**config.mk**
```make
export PLATFORM = sky130hd
export DESIGN_NAME = spw_rx_crc_check
export DESIGN_NICKNAME = d
export VERILOG_FILES = /design/src/rtl/spw_pkg.sv /design/src/rtl/crc32_byte_next.sv /design/src/rtl/spw_rx_crc_check.sv
export SDC_FILE = /design/constraint.sdc
export NUM_CORES = 1
export LEC_CHECK = 0
export ABC_CLOCK_PERIOD_IN_PS = 2300
export CAP_MARGIN = 20
export CORE_ASPECT_RATIO = 0.6
export CORE_MARGIN = 5
export CORE_UTILIZATION = 59
export CTS_CLUSTER_DIAMETER = 50
export DETAILED_ROUTE_END_ITERATION = 10
export HOLD_SLACK_MARGIN = 0.02
export PLACE_DENSITY = 0.87
export SETUP_SLACK_MARGIN = 0.15
export SLEW_MARGIN = 20
export SYNTH_ARGS = -nofsm -noshare
export SYNTH_HDL_FRONTEND = slang
export SYNTH_SLANG_ARGS = --single-unit
```
**constraint.sdc**
```tcl
create_clock -name clk -period 2.3 [get_ports clk]
set_input_delay 0.345 -clock clk [delete_from_list [all_inputs] [get_ports clk]]
set_output_delay 0.345 -clock clk [all_outputs]
set_load 0.02 [all_outputs]
```
**src/rtl/spw_pkg.sv**
```systemverilog
// Shared SpaceWire definitions: control N-char codes, CRC-32/BZIP2
// constants and the state type of the receive CRC checker.
package spw_pkg;

  // N-char encoding: bit 8 set marks a control character
  localparam logic [8:0] SPW_EOP = 9'h100;
  localparam logic [8:0] SPW_EEP = 9'h101;

  // CRC-32, non-reflected, MSB-first, trailer sent MS byte first
  localparam logic [31:0] CRC32_POLY   = 32'h04C11DB7;
  localparam logic [31:0] CRC32_INIT   = 32'hFFFFFFFF;
  localparam logic [31:0] CRC32_XOROUT = 32'hFFFFFFFF;

  // Number of trailing bytes held back while the packet streams
  localparam int unsigned TRAILER_BYTES = 4;

  // FILL: fewer than 4 bytes buffered; STREAM: delay line full
  typedef enum logic {
    ST_FILL   = 1'b0,
    ST_STREAM = 1'b1
  } chk_state_e;

endpackage

```
**src/rtl/crc32_byte_next.sv**
```systemverilog
// Combinational CRC-32 byte step (MSB-first, non-reflected).
// Shared by the receive checker and the transmit-side generator.
module crc32_byte_next
  import spw_pkg::*;
(
  input  logic [31:0] crc_i,
  input  logic [7:0]  data_i,
  output logic [31:0] crc_o
);

  // Fold the byte into the top of the register, then shift out 8 bits
  always_comb begin
    logic [31:0] c;
    c = crc_i ^ {data_i, 24'h000000};
    for (int i = 0; i < 8; i++) begin
      if (c[31]) begin
        c = {c[30:0], 1'b0} ^ CRC32_POLY;
      end else begin
        c = {c[30:0], 1'b0};
      end
    end
    crc_o = c;
  end

endmodule

```
**src/rtl/spw_rx_crc_check.sv**
```systemverilog
// Receive-side SpaceWire packet checker. Holds back the last 4 bytes of
// each packet (the CRC-32 trailer), forwards the payload and ends the
// packet with EOP on a CRC match or EEP otherwise.
// Optional macro SPW_CRC_ERRCNT_EN adds saturating err_cnt/pkt_cnt.
//
// Handshake: a char moves across an interface on any rising edge where
// valid && ready are both high; valid never depends on ready, and a
// producer holds its data stable while valid is high and ready is low.
// Here in_ready = !out_valid || out_ready, so the single output register
// can always take the result of an accepted input.
module spw_rx_crc_check
  import spw_pkg::*;
#(
  parameter int CNT_W = 16
) (
  input  logic             clk,
  input  logic             rst_n,
  input  logic [8:0]       in_data,
  input  logic             in_valid,
  output logic             in_ready,
  output logic [8:0]       out_data,
  output logic             out_valid,
  input  logic             out_ready,
  output logic             crc_ok,
  output logic             crc_err,
  output logic             runt_err,
`ifdef SPW_CRC_ERRCNT_EN
  output logic [CNT_W-1:0] err_cnt,
  output logic [CNT_W-1:0] pkt_cnt,
`endif
  output logic             dbg_state
);

  chk_state_e        state_q, state_d;
  logic [2:0]        fill_q, fill_d;
  logic [3:0][7:0]   dly_q, dly_d;      // dly[3] is the oldest byte
  logic [31:0]       crc_q, crc_d;
  logic [8:0]        out_data_q, out_data_d;
  logic              out_valid_q, out_valid_d;
  logic              crc_ok_q, crc_ok_d;
  logic              crc_err_q, crc_err_d;
  logic              runt_err_q, runt_err_d;
  logic              term_load;         // a terminator enters the output register

  logic              accept;
  logic              is_eop;
  logic              crc_match;
  logic [31:0]       crc_fold;

  assign in_ready  = !out_valid_q || out_ready;
  assign accept    = in_valid && in_ready;
  assign is_eop    = (in_data == SPW_EOP);
  // Trailer arrives MS byte first, so the oldest buffered byte is the MSB
  assign crc_match = ((crc_q ^ CRC32_XOROUT) == {dly_q[3], dly_q[2], dly_q[1], dly_q[0]});

  crc32_byte_next u_crc_next (
    .crc_i  (crc_q),
    .data_i (dly_q[3]),
    .crc_o  (crc_fold)
  );

  // Next-state: delay line, CRC, FSM and output register
  always_comb begin
    state_d     = state_q;
    fill_d      = fill_q;
    dly_d       = dly_q;
    crc_d       = crc_q;
    out_data_d  = out_data_q;
    out_valid_d = out_valid_q && !out_ready;
    crc_ok_d    = 1'b0;
    crc_err_d   = 1'b0;
    runt_err_d  = 1'b0;
    term_load   = 1'b0;

    if (accept) begin
      if (!in_data[8]) begin
        dly_d = {dly_q[2:0], in_data[7:0]};
        unique case (state_q)
          ST_FILL: begin
            fill_d = fill_q + 3'd1;
            if (fill_q == 3'(TRAILER_BYTES - 1)) begin
              state_d = ST_STREAM;
            end
          end
          ST_STREAM: begin
            // Oldest byte is now known to be payload, not trailer
            out_data_d  = {1'b0, dly_q[3]};
            out_valid_d = 1'b1;
            crc_d       = crc_fold;
          end
          default: ;
        endcase
      end else begin
        // Any terminator closes the packet and rearms for the next one
        out_valid_d = 1'b1;
        term_load   = 1'b1;
        fill_d      = 3'd0;
        crc_d       = CRC32_INIT;
        state_d     = ST_FILL;
        if (is_eop && state_q == ST_STREAM) begin
          if (crc_match) begin
            out_data_d = SPW_EOP;
            crc_ok_d   = 1'b1;
          end else begin
            out_data_d = SPW_EEP;
            crc_err_d  = 1'b1;
          end
        end else if (is_eop) begin
          out_data_d = SPW_EEP;
          runt_err_d = 1'b1;
        end else begin
          // EEP or unknown control code: link already reported it
          out_data_d = SPW_EEP;
        end
      end
    end
  end

  // State register with asynchronous clear
  always_ff @(posedge clk or negedge rst_n) begin
    if (!rst_n) begin
      state_q     <= ST_FILL;
      fill_q      <= 3'd0;
      dly_q       <= '0;
      crc_q       <= CRC32_INIT;
      out_data_q  <= 9'h000;
      out_valid_q <= 1'b0;
      crc_ok_q    <= 1'b0;
      crc_err_q   <= 1'b0;
      runt_err_q  <= 1'b0;
    end else begin
      state_q     <= state_d;
      fill_q      <= fill_d;
      dly_q       <= dly_d;
      crc_q       <= crc_d;
      out_data_q  <= out_data_d;
      out_valid_q <= out_valid_d;
      crc_ok_q    <= crc_ok_d;
      crc_err_q   <= crc_err_d;
      runt_err_q  <= runt_err_d;
    end
  end

  assign out_data  = out_data_q;
  assign out_valid = out_valid_q;
  assign crc_ok    = crc_ok_q;
  assign crc_err   = crc_err_q;
  assign runt_err  = runt_err_q;
  assign dbg_state = state_q;

`ifdef SPW_CRC_ERRCNT_EN
  logic [CNT_W-1:0] err_cnt_q;
  logic [CNT_W-1:0] pkt_cnt_q;

  // Saturating counters, updated on the edge that loads the terminator
  always_ff @(posedge clk or negedge rst_n) begin
    if (!rst_n) begin
      err_cnt_q <= '0;
      pkt_cnt_q <= '0;
    end else begin
      if ((crc_err_d || runt_err_d) && (err_cnt_q != '1)) begin
        err_cnt_q <= err_cnt_q + CNT_W'(1);
      end
      if (term_load && (pkt_cnt_q != '1)) begin
        pkt_cnt_q <= pkt_cnt_q + CNT_W'(1);
      end
    end
  end

  assign err_cnt = err_cnt_q;
  assign pkt_cnt = pkt_cnt_q;
`endif

endmodule

```
== Word-level counts from Yosys, hierarchy flattened ==
Index checks and enable logic that the tools add are counted.

* Add/subtract/negate cells: 1
* Multipliers: 0
* Div/mod/pow operators: 0
* Order comparisons: 0
* Equality and inequality tests: 4
* Shift-type cells: 0
* Mux-type cells: 34
* Bitwise gates (word level): 11
* Reductions and logical operators: 10

{| class="wikitable"
|+ Operators with widths
! kind !! number
|-
| 2-to-1 mux 27 bit || 8
|-
| NOT 14 bit || 8
|-
| 2-to-1 mux 32 bit || 2
|-
| == test 32 bit || 1
|-
| NOT 32 bit || 1
|-
| XOR 32 bit || 1
|-
| 2-to-1 mux 9 bit || 3
|-
| 2-to-1 mux 1 bit || 19
|-
| == test 9 bit (second input constant) || 1
|-
| 2-to-1 mux 3 bit || 2
|-
| AND reduction 2 bit || 3
|-
| adder 3 x 1 -> 3 bit (second input constant) || 1
|-
| == test 3 x 2 -> 1 bit (second input constant) || 1
|-
| logical AND 1 bit || 3
|-
| zero test 1 bit || 2
|-
| inequality test 2 bit (second input constant) || 1
|-
| nonzero test 2 bit || 1
|-
| logical OR 1 bit || 1
|-
| NOT 1 bit || 1
|}

* Register bits after elaboration: 81
* Latch bits: 0
* RAM bits: 0
* Memory bits (read-only): 0
* Word-level logic and storage cells: 72
* Memories kept: 0

== Depth between registers and ports, before layout ==
Gate-level depths: netlist (run 1).

* Depth in word-level cells: 19
* Mapped depth: 8

== Cells and area by module ==
A second synthesis (run 1) with hierarchy kept.

* Cell total of the unflattened synthesis: 357
* Area total of the unflattened synthesis: 4501.8 µm²

{| class="wikitable"
|+ By module, submodules not included
! module !! instances !! cells an instance !! area each (µm²)
|-
| spw_rx_crc_check || 1 || 294 || 3544.6
|-
| crc32_byte_next || 1 || 63 || 957.2
|}

== Least setup slack after synthesis (run 1) ==
OpenSTA, ideal clock, no wires.

* Path type: reg2reg
* Start point: register out_valid_q, in the netlist out_valid
* End point: register crc_q[10]
* Library setup time: 0.093 ns
* Arrival time: 1.808 ns
* Data required time: 2.207 ns
* Slack: 0.399 ns
* Cell stages (with the launch flop): 7
* Cell sequence: dfrtp_1 > nand2b_1 > and2_1 > o21ai_1 > nor2_1 > clkbuf_1 > a21oi_1

* Word-level cells in the longest chain between the ends: 4

{| class="wikitable"
|+ RTL lines
! what !! RTL line !! text
|-
| from (decl) || spw_rx_crc_check.sv:39 || <nowiki>logic out_valid_q, out_valid_d;</nowiki>
|-
| from (signal assigned) || spw_rx_crc_check.sv:137 || <nowiki>out_valid_q <= out_valid_d;</nowiki>
|-
| zero test 1 bit || spw_rx_crc_check.sv:50 || <nowiki>assign in_ready = !out_valid_q || out_ready;</nowiki>
|-
| logical OR 1 bit || spw_rx_crc_check.sv:50 ||
|-
| via in_ready || spw_rx_crc_check.sv:20 || <nowiki>output logic in_ready,</nowiki>
|-
| logical AND 1 bit || spw_rx_crc_check.sv:51 || <nowiki>assign accept = in_valid && in_ready;</nowiki>
|-
| AND reduction 2 bit (no source line) || -- ||
|-
| to (signal assigned) || spw_rx_crc_check.sv:135 || <nowiki>crc_q <= crc_d;</nowiki>
|-
| to (decl) || spw_rx_crc_check.sv:37 || <nowiki>logic [31:0] crc_q, crc_d;</nowiki>
|}

The timed path passes the listed nets, and every way through them passes these cells.
A chain may end at the register's enable or synchronous reset.

== Final worst setup path (run 1) ==
* Start point: register dly_q[25] in the netlist's numbering
* End point: register crc_q[2]

* Word-level cells in the longest chain between the ends: 8

{| class="wikitable"
|+ RTL lines
! what !! RTL line !! text
|-
| from (decl) || spw_rx_crc_check.sv:36 || <nowiki>logic [3:0][7:0] dly_q, dly_d;</nowiki>
|-
| from (signal assigned) || spw_rx_crc_check.sv:134 || <nowiki>dly_q <= dly_d;</nowiki>
|-
| XOR 32 bit * || crc32_byte_next.sv:14 || <nowiki>c = crc_i ^ {data_i, 24'h000000};</nowiki>
|-
| NOT 14 bit (no source line) || -- ||
|-
| 2-to-1 mux 27 bit * (2 in series) || crc32_byte_next.sv:16 || <nowiki>if (c[31]) begin</nowiki>
|-
| NOT 14 bit (no source line) || -- ||
|-
| 2-to-1 mux 27 bit * || crc32_byte_next.sv:16 ||
|-
| 2-to-1 mux 32 bit * || spw_rx_crc_check.sv:78 || <nowiki>unique case (state_q)</nowiki>
|-
| 2-to-1 mux 32 bit * || spw_rx_crc_check.sv:76 || <nowiki>if (!in_data[8]) begin</nowiki>
|}

Mark *: on every way between the ends. The rest lies on a longest branch, timed or not. The select of a mux whose other input is x is not followed.

==> results.yml, run 1 <==
outcome:
  status: "complete, no violations"
placement:
  post-place-ws_ps: 204
  portBuffers: 27
  gp_congestion: 0.902
  post-dp-hpwl_um: 6820
floorplanning:
  row_count: 23
  die_x_um: 118
  start_util: 0.611
  ios: 28
  core_um2: 6730
  dieArea_um2: 8800
  die_h_um: 74.7
timing:
  setup_ws_ps: 255
  setup_viol: 0
  post-route-min-period_ps: 2040
  drv_slew: 0
  fin_crit_sh: 0.889
  fin_setup_tns_ps: 0
  tightest_slew_ps: 549
  finClkSkew_ps: 5.89
  fmax_ghz: 0.489
  rsz0062_at_grt: "false"
  finalHoldViolCount: 0
  relSlewSlack: 0.631
route:
  totalWireLength_um: 9730
  drc: 0
  drt-pass1-iter-count: 5
  vias: 2846
  first_iter_violations: 309
  wl_per_cell_um: 19.6
  ant_nets: 0
  vias_per_cell: 5.73
critical_path:
  start_kind: "flip-flop"
  reg2reg_depth: 5
  cp_max_fo: 4
  path_cells: "xnor2_2, xor2_4, xnor2_1, xnor2_1, a21oi_1"
  r2r-start: "dly_q[25]$_DFFE_PN0P_"
  r2r_end: "crc_q[2]$_DFFE_PN1P_"
  cp.arrival_ps: 2310
  max_stage_delay_ps: 510
  path_delay_family: "XOR/XNOR gates"
  crit_buf_inv: 0
  crit_top_cell: "xnor2_1"
  crit_required_ps: 2560
  cp-end-kind: "flip-flop"
  worstSetupPathType: "flip-flop to flip-flop"
  reg2reg_slack_ps: 260
  slowest_stage: "xnor2_1"
synth:
  synth-seq-area-share: 0.503
  synth_edf_count: 0
  yosysWarnings: 0
  netlist_area_um2: 4110
  synth-async-reset-ratio: 1.00
  synth.avg_cell_area_um2: 11.4
  synth_ff_type: "dfrtp_1"
  netlist_instances: 361
  synth_cell_type_count: 29
  ys_seq_elements: 81
  syn_nets: 378
global_route:
  grt_pass1_vias: 2933
  antenna_found_initial: 0
  overflow: 0
  track_usage: 0.241
  grt_pass1_wl_um: 16100
  grt_max_degree: 43
cts:
  clk_latency_ps: 340
  cts_tree: "done"
  cts.sinks: 81
  h-tree-depth: 3
  root_buffer: "clkbuf_16"
  numCtsBuffers: 9
  path_clk_slew_ps: 50
  clockBufferDepth: 2
job:
  max-cap-violations: 0
hold_path:
  hold_depth: 2
  min_from: "out_data[6]$_DFFE_PN0P_"
  holdPathEnd: "out_data[6]$_DFFE_PN0P_"
  hold_class: "flip-flop to flip-flop"
finish:
  drive_gt1_frac: 0.263
  n_antenna_cell: 0
  fillCellCount: 461
  nets: 422
  final_util: 0.725
  area_delta_synth_final_pct: 18.7
==> flip-flops by register name (all words and copies together) (netlist names) <==
register and cells:
crc_err 1, out_valid 1, runt_err 1, crc_ok 1, dbg_state 1, fill_q 3
dly_q 32, out_data 9, crc_q 32
==> routing by layer <==
layer  part of all wire  GRT usage
met5                  0          0
met4              0.014     0.0789
met3              0.077     0.0593
met2               0.46      0.369
met1               0.45      0.345
==> tightest hold or removal path: cells and delay by family, from the launching register on <==
family | cells | cell delay, ps
compound gates | 1 | 60
flops | 1 | 350
simple gates | 1 | 50
==> Yosys cell counts, types with 3 or more instances <==
| cell type | count | area [µm²] |
|---|---|---|
| xnor2_1 | 61 | 534 |
| dfrtp_1 | 49 | 1230 |
| nor2_1 | 40 | 150 |
| a21oi_1 | 32 | 160 |
| dfstp_2 | 32 | 841 |
| mux2_2 | 32 | 360 |
| xor2_1 | 23 | 201 |
| nand2_1 | 20 | 75.1 |
| clkbuf_1 | 9 | 33.8 |
| nor4_1 | 9 | 56.3 |
| o21ai_0 | 9 | 45.0 |
| xnor2_2 | 7 | 114 |
| nor3_1 | 6 | 30.0 |
| a31oi_1 | 5 | 31.3 |
| ha_1 | 4 | 50.1 |
| inv_1 | 4 | 15.0 |
| buf_2 | 3 | 15.0 |
| nand4_1 | 3 | 18.8 |
| xor2_4 | 3 | 82.6 |
==> metrics by stage <==
| stage | std cells | cell area, µm² | hold slack [ps] |
|---|---|---|---|
| 2_1_floorplan | 361 | 4110 | 49.4 |
| 5_1_grt | 497 | 4880 | 521 |
| 3_3_place_gp | 475 | 4580 | 362 |
| 6_report | 497 | 4880 | 484 |
| 4_1_cts | 495 | 4870 | 486 |
| 3_5_place_dp | 475 | 4580 | 367 |
==> worst max-delay path by stage <==
stage / start / end / cells past startpoint
3_5_place_dp: crc_q[31]$_DFFE_PN1P_ / out_data[0]$_DFFE_PN0P_ / 7
6_report: dly_q[25]$_DFFE_PN0P_ / crc_q[2]$_DFFE_PN1P_ / 5
5_1_grt: dly_q[25]$_DFFE_PN0P_ / crc_q[5]$_DFFE_PN1P_ / 5
3_3_place_gp: crc_q[31]$_DFFE_PN1P_ / out_data[0]$_DFFE_PN0P_ / 7
2_1_floorplan: out_valid$_DFF_PN0_ / crc_q[10]$_DFFE_PN1P_ / 6
4_1_cts: crc_q[28]$_DFFE_PN1P_ / out_data[0]$_DFFE_PN0P_ / 7
==> layout make-up <==
type / count / area, µm² / share of cell area
Inverter: 4 / 15.0 / 0.00307
Clock buffer: 14 / 244 / 0.0500
Multi-Input combinational cell: 263 / 1990 / 0.407
Clock inverter: 2 / 10.0 / 0.00205
Sequential cell: 81 / 2070 / 0.423
Tap cell: 87 / 109 / 0.0223
Timing Repair Buffer: 46 / 450 / 0.0922
==> kinds of logic after synthesis <==
family,count (synthesis),share of synthesized area
compound gates,50,0.0639
fa+ha+maj,4,0.0122
simple gates,82,0.0867
mux,32,0.0876
buf+inv,17,0.0164
flops,81,0.503
xor+xnor,95,0.231
==> what timing repair did <==
action	CTS	global route
setup buffers	3	2
hold buffers	1	0
endpoints found under the hold margin	16	0
cloned	0	0
gates resized for setup	1	0
endpoints found under the setup margin	1	1
==> layout by cell type, fill, tap and decap left out <==
| cell type | instances |
|---|---|
| dfstp_2 | 32 |
| xnor2_2 | 7 |
| clkbuf_1 | 5 |
| nor3_2 | 1 |
| nor4_1 | 9 |
| o22ai_1 | 1 |
| nor3b_1 | 1 |
| dfrtp_1 | 49 |
| nor3_1 | 5 |
| nand2_1 | 20 |
| xor2_2 | 1 |
| o21ai_0 | 9 |
| and2_1 | 1 |
| xnor2_1 | 61 |
| clkbuf_16 | 9 |
| buf_4 | 16 |
| clkinv_2 | 2 |
| nand4_1 | 3 |
| buf_12 | 3 |
| nor2_2 | 2 |
| o211ai_1 | 1 |
| xor2_1 | 23 |
| inv_1 | 4 |
| o21ai_1 | 1 |
| nand2b_1 | 1 |
| nor2_1 | 38 |
| a31oi_1 | 5 |
| a21o_1 | 1 |
| xor2_4 | 3 |
| mux2_2 | 32 |
| and3_1 | 1 |
| a21oi_1 | 32 |
| dlygate4sd3_1 | 1 |
| ha_1 | 4 |
| clkdlybuf4s50_1 | 26 |
Power of run 1 is left out: the tool's default activity adds up to more than one toggle a clock period on the data nets, which glitch-free logic cannot reach.
==> inputs of run 2 (changes only) <==
==> constraint.sdc (replaced) <==
create_clock -name clk -period 2.3 [get_ports clk]
set_input_delay 0.345 -clock clk [delete_from_list [all_inputs] [get_ports clk]]
set_output_delay 0.345 -clock clk [all_outputs]
set_load 0.005 [all_outputs]
==> run 2 against run 1 <==
Compared with the run above:
- count of clock-buffer cells in the layout fell by 3
- final cell count is 0.60% lower
- global-route usage is 0.26 points higher
- critical endpoint is now crc_q[6]$_DFFE_PN1P_
- register-to-register slack lost 20 ps
- die area did not move
- worst hold slack got worse by 7.5 ps
- maximum frequency is 0.73% lower
- critical path depth rose by 2
- utilization grew 0.71 points
- via count is 0.49% lower
==> results.yml, run 2 (synthesized netlist as in run 1, its figures left out) <==
critical_path:
  worstSetupPathType: "flip-flop to flip-flop"
  path_cells: "xor2_4, buf_4, xor2_4, buf_4, xnor2_1, xor2_1, a31oi_1"
  reg2reg_slack_ps: 240
  slowest_stage: "dfstp_2"
  start_kind: "flip-flop"
  max_stage_delay_ps: 570
  cp-end-kind: "flip-flop"
  cp_max_fo: 4
  crit_required_ps: 2540
  cp.arrival_ps: 2300
cts:
  root_buffer: "clkbuf_16"
  h-tree-depth: 3
  cts.sinks: 81
  clockBufferDepth: 2
  clk_latency_ps: 340
  cts_tree: "done"
  numCtsBuffers: 9
  path_clk_slew_ps: 60
job:
  max-cap-violations: 0
global_route:
  grt_max_degree: 45
  track_usage: 0.243
  overflow: 0
  antenna_found_initial: 0
  grt_pass1_vias: 2926
  grt_pass1_wl_um: 16100
floorplanning:
  dieArea_um2: 8800
  die_x_um: 118
  row_count: 23
  die_h_um: 74.7
  core_um2: 6730
  ios: 28
  start_util: 0.611
timing:
  finalHoldViolCount: 0
  post-route-min-period_ps: 2060
  fmax_ghz: 0.485
  setup_viol: 0
  rsz0062_at_grt: "false"
  fin_crit_sh: 0.896
  finClkSkew_ps: 3.58
  fin_setup_tns_ps: 0
  drv_slew: 0
  tightest_slew_ps: 605
  relSlewSlack: 0.593
outcome:
  status: "complete, no violations"
finish:
  final_cell_mix: "60 x xnor2_1, 49 x dfrtp_1, 38 x nor2_1"
  layout_commonest_cell: "xnor2_1"
  stdcell_area_um2: 4930
  area_delta_synth_final_pct: 19.9
  nets: 419
  drive_gt1_frac: 0.273
  n_antenna_cell: 0
route:
  vias: 2832
  drt-pass1-iter-count: 5
  first_iter_violations: 174
  vias_per_cell: 5.73
  totalWireLength_um: 9840
  drc: 0
  wl_per_cell_um: 19.9
  ant_nets: 0
placement:
  gp_congestion: 0.890
  portBuffers: 27
  post-dp-hpwl_um: 6810
  placed_cell_area_um2: 4590
hold_path:
  hold_class: "flip-flop to flip-flop"
run 2: layout make-up:
class                           count  area (µm²)
Multi-Input combinational cell    263        2000
Tap cell                           87         109
Fill cell                         455        1800
Clock buffer                       11         243
Timing Repair Buffer               43         440
Inverter                            4        15.0
Sequential cell                    81        2070
Clock inverter                      5        55.1
run 2: worst max-delay path: cells and delay by family, from the launching register on:
family | cells | cell delay, ps
AO/OA/AOI/OAI | 1 | 290
XOR/XNOR | 4 | 690
buffers and inverters | 2 | 400
flip-flops | 1 | 570
run 2: final timing paths:
path,start,end,cells after the start
worst max-delay path,crc_q[31]$_DFFE_PN1P_,crc_q[6]$_DFFE_PN1P_,7
worst min-delay path,out_data[5]$_DFFE_PN0P_,out_data[5]$_DFFE_PN0P_,2
worst min register to register,out_data[5]$_DFFE_PN0P_,out_data[5]$_DFFE_PN0P_,2
max in group asynchronous,rst_n,crc_q[9]$_DFFE_PN1P_,3
worst max register to register,crc_q[31]$_DFFE_PN1P_,crc_q[6]$_DFFE_PN1P_,7
min in group asynchronous,rst_n,out_data[2]$_DFFE_PN0P_,2
run 2: stage by stage:
step                 util  hold slack [ps]  worst slack (ps)  instances
global route        0.732              504               187        494
detailed placement  0.682              380               165        475
finish              0.732              476               240        494
floorplan               -             49.4               521        361
global placement    0.682              373               202        475
CTS                 0.729              482               205        494
run 2: repair_timing:
| item | 4_1_cts | 5_1_grt |
|---|---|---|
| hold buffers | 1 | 0 |
| resized for setup | 0 | 3 |
| endpoints found under the setup margin | 1 | 2 |
| endpoints found under the hold margin | 20 | 0 |
| buffers inserted | 2 | 0 |
run 2: routing by layer:
metal / GRT usage / up-vias / share of wire
met3: 0.0646 / 17 / 0.054
met2: 0.400 / 81 / 0.47
met4: 0.0674 / 0 / 0.015
met5: 0 / - / 0
li1: - / 1298 / -
met1: 0.329 / 1436 / 0.46
Power of run 2 is left out for the same reason.
